File: src/rtl/htif_responder.sv
// Host-target interface responder: holds tohost/fromhost, decodes tohost commands
// into program exit or console putchar, and acknowledges putchar through fromhost.
module htif_responder (
   input  logic        clock,
   input  logic        reset,
   input  logic        req_valid,
   output logic        req_ready,
   input  logic        req_write,
   input  logic [3:0]  req_addr,
   input  logic [63:0] req_wdata,
   output logic        resp_valid,
   output logic [63:0] resp_rdata,
   output logic        cons_valid,
   input  logic        cons_ready,
   output logic [7:0]  cons_data,
   output logic        exit_valid,
   output logic [46:0] exit_code,
   output logic        halted,
   output logic        bad_cmd
);

   typedef enum logic [2:0] {
      S_IDLE,
      S_DECODE,
      S_CONS,
      S_ACK,
      S_HALT
   } state_t;

   localparam logic [3:0]  ADDR_TOHOST   = 4'h0;
   localparam logic [3:0]  ADDR_FROMHOST = 4'h8;
   localparam logic [63:0] PUTCHAR_ACK   = {8'h01, 8'h01, 48'h0};

   state_t      r_state;
   state_t      w_state_nxt;
   logic [63:0] r_tohost;
   logic [63:0] r_fromhost;
   logic        r_resp_valid;
   logic [63:0] r_resp_rdata;
   logic        r_cons_valid;
   logic [7:0]  r_cons_data;
   logic        r_exit_valid;
   logic [46:0] r_exit_code;
   logic        r_halted;
   logic        r_bad_cmd;

   logic [63:0] w_tohost_nxt;
   logic [63:0] w_fromhost_nxt;
   logic        w_cons_valid_nxt;
   logic [7:0]  w_cons_data_nxt;
   logic        w_exit_valid_nxt;
   logic [46:0] w_exit_code_nxt;
   logic        w_halted_nxt;
   logic        w_bad_cmd_nxt;
   logic [63:0] w_resp_rdata_nxt;

   logic        w_ready;
   logic        w_accept;
   logic        w_wr_tohost;
   logic        w_wr_fromhost;
   logic [7:0]  w_dev;
   logic [7:0]  w_cmd;
   logic [47:0] w_payload;

   assign w_dev     = r_tohost[63:56];
   assign w_cmd     = r_tohost[55:48];
   assign w_payload = r_tohost[47:0];

   // ACK only lets the core in to clear fromhost; everything else waits.
   always_comb begin
      w_ready = 1'b0;
      case (r_state)
         S_IDLE, S_HALT: w_ready = 1'b1;
         S_ACK:          w_ready = (req_addr == ADDR_FROMHOST) && req_write;
         default:        w_ready = 1'b0;
      endcase
   end

   assign req_ready     = reset && w_ready;
   assign w_accept      = req_valid && req_ready;
   assign w_wr_tohost   = w_accept && req_write && (req_addr == ADDR_TOHOST);
   assign w_wr_fromhost = w_accept && req_write && (req_addr == ADDR_FROMHOST);

   always_comb begin
      w_resp_rdata_nxt = 64'h0;
      if (w_accept && !req_write) begin
         case (req_addr)
            ADDR_TOHOST:   w_resp_rdata_nxt = r_tohost;
            ADDR_FROMHOST: w_resp_rdata_nxt = r_fromhost;
            default:       w_resp_rdata_nxt = 64'h0;
         endcase
      end
   end

   always_comb begin
      w_state_nxt      = r_state;
      w_tohost_nxt     = r_tohost;
      w_fromhost_nxt   = r_fromhost;
      w_cons_valid_nxt = r_cons_valid;
      w_cons_data_nxt  = r_cons_data;
      w_exit_valid_nxt = 1'b0;
      w_exit_code_nxt  = r_exit_code;
      w_halted_nxt     = r_halted;
      w_bad_cmd_nxt    = 1'b0;

      if (w_wr_fromhost) begin
         w_fromhost_nxt = req_wdata;
      end

      case (r_state)
         S_IDLE: begin
            if (w_wr_tohost) begin
               w_tohost_nxt = req_wdata;
               if (req_wdata != 64'h0) begin
                  w_state_nxt = S_DECODE;
               end
            end
         end
         S_DECODE: begin
            if ((w_dev == 8'h00) && (w_cmd == 8'h00) && w_payload[0]) begin
               w_exit_valid_nxt = 1'b1;
               w_exit_code_nxt  = w_payload[47:1];
               w_halted_nxt     = 1'b1;
               w_tohost_nxt     = 64'h0;
               w_state_nxt      = S_HALT;
            end else if ((w_dev == 8'h01) && (w_cmd == 8'h01)) begin
               w_cons_valid_nxt = 1'b1;
               w_cons_data_nxt  = w_payload[7:0];
               w_state_nxt      = S_CONS;
            end else begin
               w_bad_cmd_nxt = 1'b1;
               w_tohost_nxt  = 64'h0;
               w_state_nxt   = S_IDLE;
            end
         end
         S_CONS: begin
            if (cons_ready) begin
               w_cons_valid_nxt = 1'b0;
               w_tohost_nxt     = 64'h0;
               w_state_nxt      = S_ACK;
            end
         end
         S_ACK: begin
            // A core write this cycle owns fromhost; the ack retries next cycle.
            if (!w_wr_fromhost && (r_fromhost == 64'h0)) begin
               w_fromhost_nxt = PUTCHAR_ACK;
               w_state_nxt    = S_IDLE;
            end
         end
         S_HALT: begin
            w_state_nxt = S_HALT;
         end
         default: begin
            w_state_nxt = S_IDLE;
         end
      endcase
   end

   always_ff @(posedge clock) begin
      if (!reset) begin
         r_state      <= S_IDLE;
         r_tohost     <= 64'h0;
         r_fromhost   <= 64'h0;
         r_resp_valid <= 1'b0;
         r_resp_rdata <= 64'h0;
         r_cons_valid <= 1'b0;
         r_cons_data  <= 8'h0;
         r_exit_valid <= 1'b0;
         r_exit_code  <= 47'h0;
         r_halted     <= 1'b0;
         r_bad_cmd    <= 1'b0;
      end else begin
         r_state      <= w_state_nxt;
         r_tohost     <= w_tohost_nxt;
         r_fromhost   <= w_fromhost_nxt;
         r_resp_valid <= w_accept;
         r_resp_rdata <= w_resp_rdata_nxt;
         r_cons_valid <= w_cons_valid_nxt;
         r_cons_data  <= w_cons_data_nxt;
         r_exit_valid <= w_exit_valid_nxt;
         r_exit_code  <= w_exit_code_nxt;
         r_halted     <= w_halted_nxt;
         r_bad_cmd    <= w_bad_cmd_nxt;
      end
   end

   assign resp_valid = r_resp_valid;
   assign resp_rdata = r_resp_rdata;
   assign cons_valid = r_cons_valid;
   assign cons_data  = r_cons_data;
   assign exit_valid = r_exit_valid;
   assign exit_code  = r_exit_code;
   assign halted     = r_halted;
   assign bad_cmd    = r_bad_cmd;

endmodule
File: config.mk
export PLATFORM = sky130hd
export DESIGN_NAME = htif_responder
export DESIGN_NICKNAME = d
export VERILOG_FILES = /design/src/rtl/htif_responder.sv
export SDC_FILE = /design/constraint.sdc
export NUM_CORES = 1
export LEC_CHECK = 0
export BUFFER_PORTS_ARGS = -buffer_cell sky130_fd_sc_hd__buf_2
export CAP_MARGIN = 30
export CELL_PAD_IN_SITES_DETAIL_PLACEMENT = 0
export CELL_PAD_IN_SITES_GLOBAL_PLACEMENT = 1
export CORE_MARGIN = 8
export CORE_UTILIZATION = 44
export CTS_CLUSTER_DIAMETER = 80
export CTS_CLUSTER_SIZE = 24
export DETAILED_ROUTE_END_ITERATION = 10
export PLACE_DENSITY_LB_ADDON = 0.3
export SLEW_MARGIN = 20
export SYNTH_ARGS = -nofsm -noshare
export SYNTH_HDL_FRONTEND = slang
export SYNTH_SLANG_ARGS = --single-unit
export TNS_END_PERCENT = 5
File: constraint.sdc
create_clock -name clock -period 4.2 [get_ports clock]
set_clock_uncertainty 0.2 [all_clocks]
set_input_delay 0.21 -clock clock [delete_from_list [all_inputs] [get_ports clock]]
set_output_delay 0.21 -clock clock [all_outputs]
set_load 0.005 [all_outputs]
==> reports/summary.txt, run 1 <==
Outcome: finished clean
Initial antenna violation count: 0
Hold Buf Count CTS: 67
Core area: 0.02010 mm²
Critical path required time: 4.41 ns
First-pass GRT wire length: 41750 µm
Distinct cell type count after synthesis: 37
Initial DRT Pass Iterations: 5
Final cycle utilization of the critical path: 0.6551
CP max FO: 17
Worst-Margin Slew: 0.9150 ns
Largest net degree at the start of global routing: 83
Max-slew headroom: 0.3900
Placed Instances: 1310
Synth area leader: dfxtp_1
Die extent in x: 158.6 µm
Die area: 0.02516 mm²
Fillers: 1860
Post-Syn Area per Cell: 9.921 µm²
Multi-input gate area: 0.003521 mm²
Crit. End Element: register
Post-DRT Antenna Nets: 0
Vias/cell: 5.398
Final std cells w/o fill: 1394
Root buffer cell: clkbuf_16
Nets: 1196
GRT Util Overall: 0.2094
Share of the synthesized area in the top cell type: 0.5705
Reg area: 0.005105 mm²
Area growth, synth to finish: 24.40%
Count leader, synth: dfxtp_1
Die height: 158.6 µm
Critical path arrival: 2.96 ns
RR Startpoint: r_state[2]
Routed WL: 26890 µm
HP Start: req_write
Drt drc: 0
Final Hold Vio Count: 0
Total setup buffers inserted after CTS: 0
Mapped Nets: 975
# IOs: 198
Worst vdd ir: 0.2601 mV
RSZ-0062 raised after global routing: false
ANT cells: 0
Pleak: 4.944 nW
Grt met3 use: 0.03610
Synthesized area: 0.008949 mm²
Synth Instances: 902
Post-synthesis sequential area ratio: 0.5705
Latest clock arrival within the worst-skew pair: 0.48 ns
GR Layer Usage met2: 0.3367
Port Buffer Count: 197
Setup TNS: 0 ns
Vias: 7525
Clk buf depth: 3
Period minus WS final: 2.751 ns
Total of max-cap violations: 0
CTS Sinks: 255
Layout cells sized above 1: 0.2082
Fmax: 0.3635 GHz
Gpl congestion: 0.8192
Grt met1 use: 0.2881
DR iter-0 viols: 482
Top post-synthesis cells by count: 255 x dfxtp_1, 140 x nor2_1, 105 x nand2_1, 72 x mux2i_1
Most area-consuming cells after synthesis: dfxtp_1 57%, mux2i_1 8.1%, a22o_1 6.3%, nor2_1 5.9%, a22oi_1 5.4%
Post-synth top flop: dfxtp_1
#FFs+latches synth: 255
Htree depth: 1
Pins Over Slew Limit: 0
PD cells: 368.6 mW/mm²
EDFF count, synth: 0
Gr busiest metal: met2
Final setup viols: 0
CP Class: reg -> reg
Inserted Clock Buffers: 14
Startpoint types: register
FP Rows: 52
Grt total ovfl: 0
Initial core utilization: 0.4451
Vias in the first global route: 7463
Worst Hold Class: in -> reg
Critical path origin: r_state[2]
Ys async rst share: 0
Synth Warn #: 0
Worst-path clk slew: 0.10 ns
# resized after CTS: 0
Routed WL per cell: 19.29 µm
Core Util, Final: 0.5537
TritonCTS clock tree: done
Post-DP HPWL: 17820 µm
==> critical path: stages (launching register included) <==
cell,delay [ns]
dfxtp_1,0.52
and3b_1,0.26
o211ai_4,0.63
nor4b_2,0.40
or4b_1,0.51
a21oi_1,0.15
==> layer usage <==
metal / vias up / share of wire
met5: - / 0
met4: 0 / 0.016
met3: 27 / 0.071
met2: 251 / 0.45
met1: 3614 / 0.46
li1: 3633 / -
==> path summary, 6_finish.rpt <==
| check | endpoint | slack, ns | cells after the start |
|---|---|---|---|
| worst max-delay path | r_fromhost[48] | 1.45 | 5 |
| worst min-delay path | resp_valid | 0.03 | 4 |
| worst max register to register | r_fromhost[48] | 1.45 | 5 |
| worst min register to register | exit_code[33] | 0.25 | 2 |
==> flip-flops by register name, indices dropped and copies added, names as in the netlist <==
register,cells
r_fromhost,64
r_tohost,64
resp_rdata,64
exit_code,47
cons_data,8
r_state,3
bad_cmd,1
cons_valid,1
exit_valid,1
halted,1
resp_valid,1
==> layout by cell type (no fill, tap or decap), types with 2 or more instances in the layout <==
master	n
a21oi_1	56
a22o_1	64
a22oi_1	64
and3_1	2
buf_12	2
buf_2	197
buf_4	8
clkbuf_16	15
dfxtp_1	255
dlygate4sd3_1	67
mux2i_1	72
nand2_1	105
nand3_1	4
nand4_1	9
nor2_1	140
nor3_1	3
nor4_1	36
==> cell families (layout without fill, tap and decap cells) <==
group | count (synthesis) | in the layout | synth area share
compound gates | 190 | 190 | 0.1535
buf+inv | 72 | 294 | 0.03999
flops | 255 | 255 | 0.5705
mux | 72 | 72 | 0.08054
simple gates | 313 | 313 | 0.1555
==> through the flow <==
step	hold slack [ns]	setup slack (ns)	area [µm²]	total power [mW]
3_3_place_gp	0.2359	1.480	10040	2.667
6_report	0.03369	1.449	11130	4.103
4_1_cts	0.01857	1.463	11130	4.137
5_1_grt	0.05650	1.294	11130	4.239
3_5_place_dp	0.2403	1.417	10060	2.668
2_1_floorplan	0.1261	2.330	8949	2.574
==> final cells by class <==
| cell class | instances | share of cell area |
|---|---|---|
| multi-input combinational | 575 | 0.3163 |
| timing repair buffer | 274 | 0.1578 |
| inverter | 3 | 0.001236 |
| sequential | 255 | 0.4586 |
| clock buffer | 16 | 0.03496 |
| tap | 270 | 0.03035 |
| clock inverter | 1 | 0.0007868 |
==> where the power goes <==
group | switching (mW) | total, mW | internal [mW]
logic | 0.126 | 0.222 | 0.0961
clock network | 0.774 | 1.44 | 0.665
registers | 0.0121 | 2.44 | 2.43
Power figures use the tool's default switching activity.
==> run 2, diff against run 1 <==
CORE_UTILIZATION = 41   (was 44)
clock period = 2.8 ns   (was 4.2 ns; I/O delays follow)
==> run 2 against run 1 <==
First-iteration DRC count is 10% lower. Clock power is 66% higher. Global-route usage is 0.76 points lower. Setup slack worse by 1.1 ns. Fmax is 12% higher. Critical path depth stayed put. Final area is 1.5% higher. Sequential share of layout area is 0.67 points lower. Hold slack better by 0.095 ns. Largest cell class unchanged.
==> reports/summary.txt, run 2 (synthesized netlist as in run 1, its figures left out) <==
Routed WL per cell: 19.75 µm (+2.4%)
Largest net degree at the start of global routing: 65 (-22%)
Reg-to-reg slack, setup: 0.35 ns (-1.10 ns)
RR Startpoint: r_fromhost[35]
Switching power: 1.423 mW (+56%)
First-pass GRT wire length: 43480 µm (+4.1%)
Total setup buffers inserted after CTS: 0 (unchanged)
Pins Over Slew Limit: 0 (unchanged)
Drt drc: 0 (unchanged)
FP Rows: 54 (+3.8%)
Routed WL: 27910 µm (+3.8%)
Port Buffer Count: 197 (unchanged)
CP max FO: 3 (-14)
Die area: 0.02681 mm² (+6.6%)
Critical path required time: 3.01 ns (-1.40 ns)
Fmax: 0.4077 GHz (+12%)
Commonest cells after routing, fill and taps aside: 255 x dfxtp_1, 197 x buf_2, 140 x nor2_1, 105 x nand2_1, 72 x mux2i_1
Period minus WS final: 2.452 ns (-0.2988 ns)
GR Layer Usage met2: 0.3289 (-0.007768)
PD cells: 566.0 mW/mm² (+54%)
# IOs: 198 (unchanged)
Hold WS: 0.1283 ns (+0.09458 ns)
Total of max-cap violations: 0 (unchanged)
Clk buf depth: 3 (unchanged)
Setup TNS: 0 ns (unchanged)
Grt met1 use: 0.2734 (-0.01467)
Worst-Margin Slew: 0.7774 ns (-0.1377 ns)
Clock power share: 0.373 (+0.022)
Worst Setup EP: r_fromhost[48]
Grt total ovfl: 0 (unchanged)
Die extent in x: 163.7 µm (+3.2%)
Worst Hold Class: in -> reg
Gr busiest metal: met2
Nets: 1202 (+0.50%)
Pleak: 5.012 nW (+1.4%)
Root buffer cell: clkbuf_16
GRT Util Overall: 0.2018 (-0.007649)
Vias/cell: 5.292 (-2.0%)
Initial core utilization: 0.4139 (-0.03122)
RSZ-0062 raised after global routing: false
Vias: 7478 (-0.62%)
Post-DP HPWL: 18400 µm (+3.2%)
CTS Sinks: 255 (unchanged)
Cell Int Power: 4.971 mW (+56%)
Crit. End Element: register
TritonCTS clock tree: done
R2R cell count: 5 (unchanged)
Outcome: finished clean
# resized after CTS: 0 (unchanged)
Grt met3 use: 0.03985 (+0.003748)
Latest clock arrival within the worst-skew pair: 0.49 ns (about the same)
Startpoint types: register
Htree depth: 1 (unchanged)
Core area: 0.02162 mm² (+7.5%)
DR iter-0 viols: 432 (-10%)
Gpl congestion: 0.7980 (-2.6%)
Inserted Clock Buffers: 15 (+1)
Worst-path clk slew: 0.09 ns (about the same)
Die height: 163.7 µm (+3.2%)
Max-slew headroom: 0.4770 (+0.08699)
Critical path arrival: 2.67 ns (-0.29 ns)
Final setup viols: 0 (unchanged)
Hold Buf Count CTS: 69 (+3.0%)
Worst vdd ir: 0.4942 mV (+90%)
Core Util, Final: 0.5225 (-0.03120)
Post-DRT Antenna Nets: 0 (unchanged)
Final cycle utilization of the critical path: 0.8759 (+0.2208)
Area growth, synth to finish: 26.24%
Combinational Power Share: 0.054 (about the same)
Vias in the first global route: 7542 (+1.1%)
Initial antenna violation count: 1 (+1)
Critical path origin: r_fromhost[35]
Switch share: 0.2226 (about the same)
Layout cells sized above 1: 0.2120 (+0.003829)
CP Class: reg -> reg
Seq pwr share: 0.573 (-0.022)
Initial DRT Pass Iterations: 5 (unchanged)
R2r endpoint: r_fromhost[48]
Leading cell type in the layout, fill and taps excluded: dfxtp_1
Final Hold Vio Count: 0 (unchanged)
run 2: power by group through the flow:
stage	Sequential, mW	Combinational, mW	Clock (mW)
floorplan	3.74	0.122	0
global placement	3.75	0.264	0
detailed placement	3.75	0.265	0
CTS	3.66	0.345	2.47
global route	3.67	0.369	2.59
finish	3.66	0.345	2.39
run 2: final cells by class:
class                      count  area (µm²)
inverter                       3       13.76
antenna                        1       2.502
clock buffer                  15       375.4
clock inverter                 5       92.59
sequential                   255        5105
fill                        2015       10320
multi-input combinational    575        3521
timing repair buffer         279        1837
tap                          280       350.3
run 2: worst min-delay path by stage:
stage	startpoint	cells after the start	endpoint
final	req_addr[3]	6	r_state[2]
after CTS	req_addr[3]	6	r_state[2]
after floorplan	reset	2	bad_cmd
after global placement	req_wdata[30]	2	r_tohost[30]
after global routing	req_addr[3]	6	r_state[1]
after detailed placement	req_wdata[30]	2	r_tohost[30]
run 2: worst max-delay path, stage by stage, from the launching register on:
cell and delay (ns):
dfxtp_1 0.34, nor4_1 0.53, nand4_1 0.27, nor4b_2 0.39, or4b_1 0.52, a21oi_1 0.14
run 2: per-layer routing:
| metal | routed length (µm) | part of all wire |
|---|---|---|
| met4 | 400 | 0.014 |
| met5 | 0 | 0 |
| met3 | 1869 | 0.067 |
| met2 | 13000 | 0.47 |
| met1 | 12640 | 0.45 |
run 2: per-stage QoR:
| stage | total power [mW] | cells | worst slack [ns] | area [µm²] |
|---|---|---|---|---|
| after global routing | 6.622 | 1413 | 0.2512 | 11300 |
| after CTS | 6.472 | 1412 | 0.3384 | 11290 |
| after detailed placement | 4.011 | 1323 | 0.4312 | 10140 |
| after floorplan | 3.862 | 902 | 0.9302 | 8949 |
| after global placement | 4.010 | 1323 | 0.4498 | 10140 |
| final | 6.395 | 1413 | 0.3475 | 11300 |
==> run 3, diff against run 2 <==
clock period = 2.31 ns   (was 2.8 ns; I/O delays follow)
==> run 3 against run 2 <==
Global-route usage rose by 0.44 points. Sequential share of layout area decreased by 0.66 points. Final area grew 1.5%. First-iteration DRC count is 2.3% lower. Count of clock-buffer cells in the layout did not move. Power grew 19%. Clock power is 14% higher. Final cell count is 0.92% higher. Fmax up 9.5%. Setup slack lost 0.28 ns.
==> reports/summary.txt, run 3 (synthesized netlist as in run 1, its figures left out) <==
Outcome: finished clean
ANT cells: 0 (-1)
Fin area: 0.01147 mm² (+1.5%)
Startpoint types: register
Crit. End Element: register
Gpl congestion: 0.7991 (+0.14%)
CP max stage delay: 0.51 ns (-0.02 ns)
Vias in the first global route: 7650 (+1.4%)
Vias/cell: 5.367 (+1.4%)
First-pass GRT wire length: 43870 µm (+0.89%)
Layout cells sized above 1: 0.2304 (+0.01835)
Inserted Clock Buffers: 15 (unchanged)
Fmax: 0.4465 GHz (+9.5%)
RR Startpoint: r_fromhost[39]
CTS Sinks: 255 (unchanged)
Total of max-cap violations: 0 (unchanged)
Clk buf depth: 3 (unchanged)
Worst hold endpoint: resp_rdata[61]
PD cells: 663.0 mW/mm² (+17%)
# IOs: 198 (unchanged)
RSZ-0062 raised after global routing: false
Setup TNS: 0 ns (unchanged)
Critical path arrival: 2.48 ns (-0.19 ns)
Htree depth: 1 (unchanged)
HP Start: req_write
Die extent in x: 163.7 µm (unchanged)
Port Buffer Count: 197 (unchanged)
Cell Int Power: 5.836 mW (+17%)
Final setup viols: 0 (unchanged)
Post-DP HPWL: 18920 µm (+2.8%)
Initial antenna violation count: 0 (-1)
Final cycle utilization of the critical path: 0.9695 (+0.09361)
Die area: 0.02681 mm² (unchanged)
GRT Util Overall: 0.2062 (+0.004388)
Switch share: 0.2324 (+0.009808)
Final std cells w/o fill: 1426 (+0.92%)
Core Util, Final: 0.5304 (+0.007928)
DR iter-0 viols: 422 (-2.3%)
Placed Instances: 1337 (+1.1%)
Total power draw: 7.603 mW (+19%)
Reg area: 0.005106 mm² (about the same)
Worst vdd ir: 0.5004 mV (+1.3%)
Grt total ovfl: 0 (unchanged)
R2R cell count: 6 (+1)
Initial core utilization: 0.4139 (unchanged)
Hold depth: 4 (-2)
Multi-input gate area: 0.003566 mm² (+1.3%)
Initial DRT Pass Iterations: 5 (unchanged)
Commonest cells after routing, fill and taps aside: 254 x dfxtp_1, 197 x buf_2, 140 x nor2_1, 105 x nand2_1, 72 x mux2i_1
Critical path required time: 2.55 ns (-0.46 ns)
Vias: 7654 (+2.4%)
Nets: 1215 (+1.1%)
Worst Hold Class: in -> reg
Die height: 163.7 µm (unchanged)
Pleak: 5.093 nW (+1.6%)
Period minus WS final: 2.240 ns (-0.2129 ns)
Routed WL: 28230 µm (+1.2%)
Area growth, synth to finish: 28.16%
Max-slew headroom: 0.6161 (+0.1391)
Reg-to-reg slack, setup: 0.07 ns (-0.28 ns)
Latest clock arrival within the worst-skew pair: 0.50 ns (about the same)
Clock power share: 0.357 (-0.016)
Largest net degree at the start of global routing: 101 (+55%)
Post-DP Area: 0.01032 mm² (+1.8%)
Final Hold Vio Count: 0 (unchanged)
Switching power: 1.767 mW (+24%)
Worst-Margin Slew: 0.5706 ns (-0.2067 ns)
CP cell instances: nor4_2 > buf_4 > nand4_1 > nor4b_2 > or4b_4 > a21oi_1
Routed WL per cell: 19.80 µm (+0.23%)
CP Class: reg -> reg
Setup ws final: 0.07045 ns (-0.2771 ns)
Leading cell type in the layout, fill and taps excluded: dfxtp_1
Drt drc: 0 (unchanged)
Combinational Power Share: 0.059 (+0.005)
FP Rows: 54 (unchanged)
Worst-path clk slew: 0.10 ns (about the same)
Root buffer cell: clkbuf_16
Hold WS: 0.02746 ns (-0.1008 ns)
CP max FO: 3 (unchanged)
R2r endpoint: r_fromhost[56]
Fillers: 2056 (+2.0%)
Pins Over Slew Limit: 0 (unchanged)
TritonCTS clock tree: done
Post-DRT Antenna Nets: 0 (unchanged)
Pre-CTS setup slack: 0.08811 ns (-0.3431 ns)
Core area: 0.02162 mm² (unchanged)
Crit path max-delay cell type: or4b_4
Seq pwr share: 0.584 (+0.011)
[run 3: cell types whose count changed in the layout (fill, tap and decap cells not counted), moves of 2 or more]
cell | before | now
buf_4 | 8 | 16
buf_12 | 5 | 11
nor4_1 | 36 | 30
nor4_2 | 0 | 6
bufinv_16 | 2 | 0
inv_6 | 1 | 3
[run 3: cell type report]
cell class / instances / share of cell area
multi-input cells: 575 / 0.3109
flip-flops and latches: 255 / 0.4452
inverters: 3 / 0.001200
clock inverters: 6 / 0.004364
clock buffers: 15 / 0.03273
well taps: 280 / 0.03055
repair buffers: 292 / 0.1750
[run 3: metal layers]
layer,part of all wire,vias to the layer above,GRT usage
li1,-,3679,-
met1,0.45,3722,0.2765
met2,0.46,222,0.3370
met3,0.066,31,0.04010
met4,0.018,0,0.04917
met5,0,-,0
[run 3: worst max-delay path: cells and delay by family (launching register included)]
| family | cells | cell delay [ns] |
|---|---|---|
| compound gates | 1 | 0.13 |
| flops | 1 | 0.35 |
| buf+inv | 1 | 0.17 |
| simple gates | 4 | 1.33 |
[run 3: worst max-delay path by stage]
stage / endpoint / start / depth (start not counted) / slack, ns
global placement: r_fromhost[48] / r_fromhost[31] / 6 / 0.09
floorplan: r_fromhost[48] / r_fromhost[8] / 5 / 0.44
global route: r_fromhost[56] / r_fromhost[35] / 6 / 0.002
CTS: r_fromhost[48] / r_fromhost[32] / 6 / 0.05
finish: r_fromhost[56] / r_fromhost[39] / 6 / 0.07
detailed placement: r_fromhost[48] / r_fromhost[31] / 6 / 0.09
[run 3: repair_timing]
action	CTS	global route
gates resized for setup	0	9
setup endpoints to repair	0	2
buffers inserted	0	0
endpoints found under the hold margin	132	0
hold buffers	68	0
[run 3: power by group through the flow]
stage	Sequential [mW]	Clock (mW)	Combinational (mW)
2_1_floorplan	4.53	0	0.148
3_3_place_gp	4.54	0	0.347
3_5_place_dp	4.54	0	0.351
4_1_cts	4.44	2.80	0.444
5_1_grt	4.44	2.96	0.476
6_report	4.44	2.72	0.446
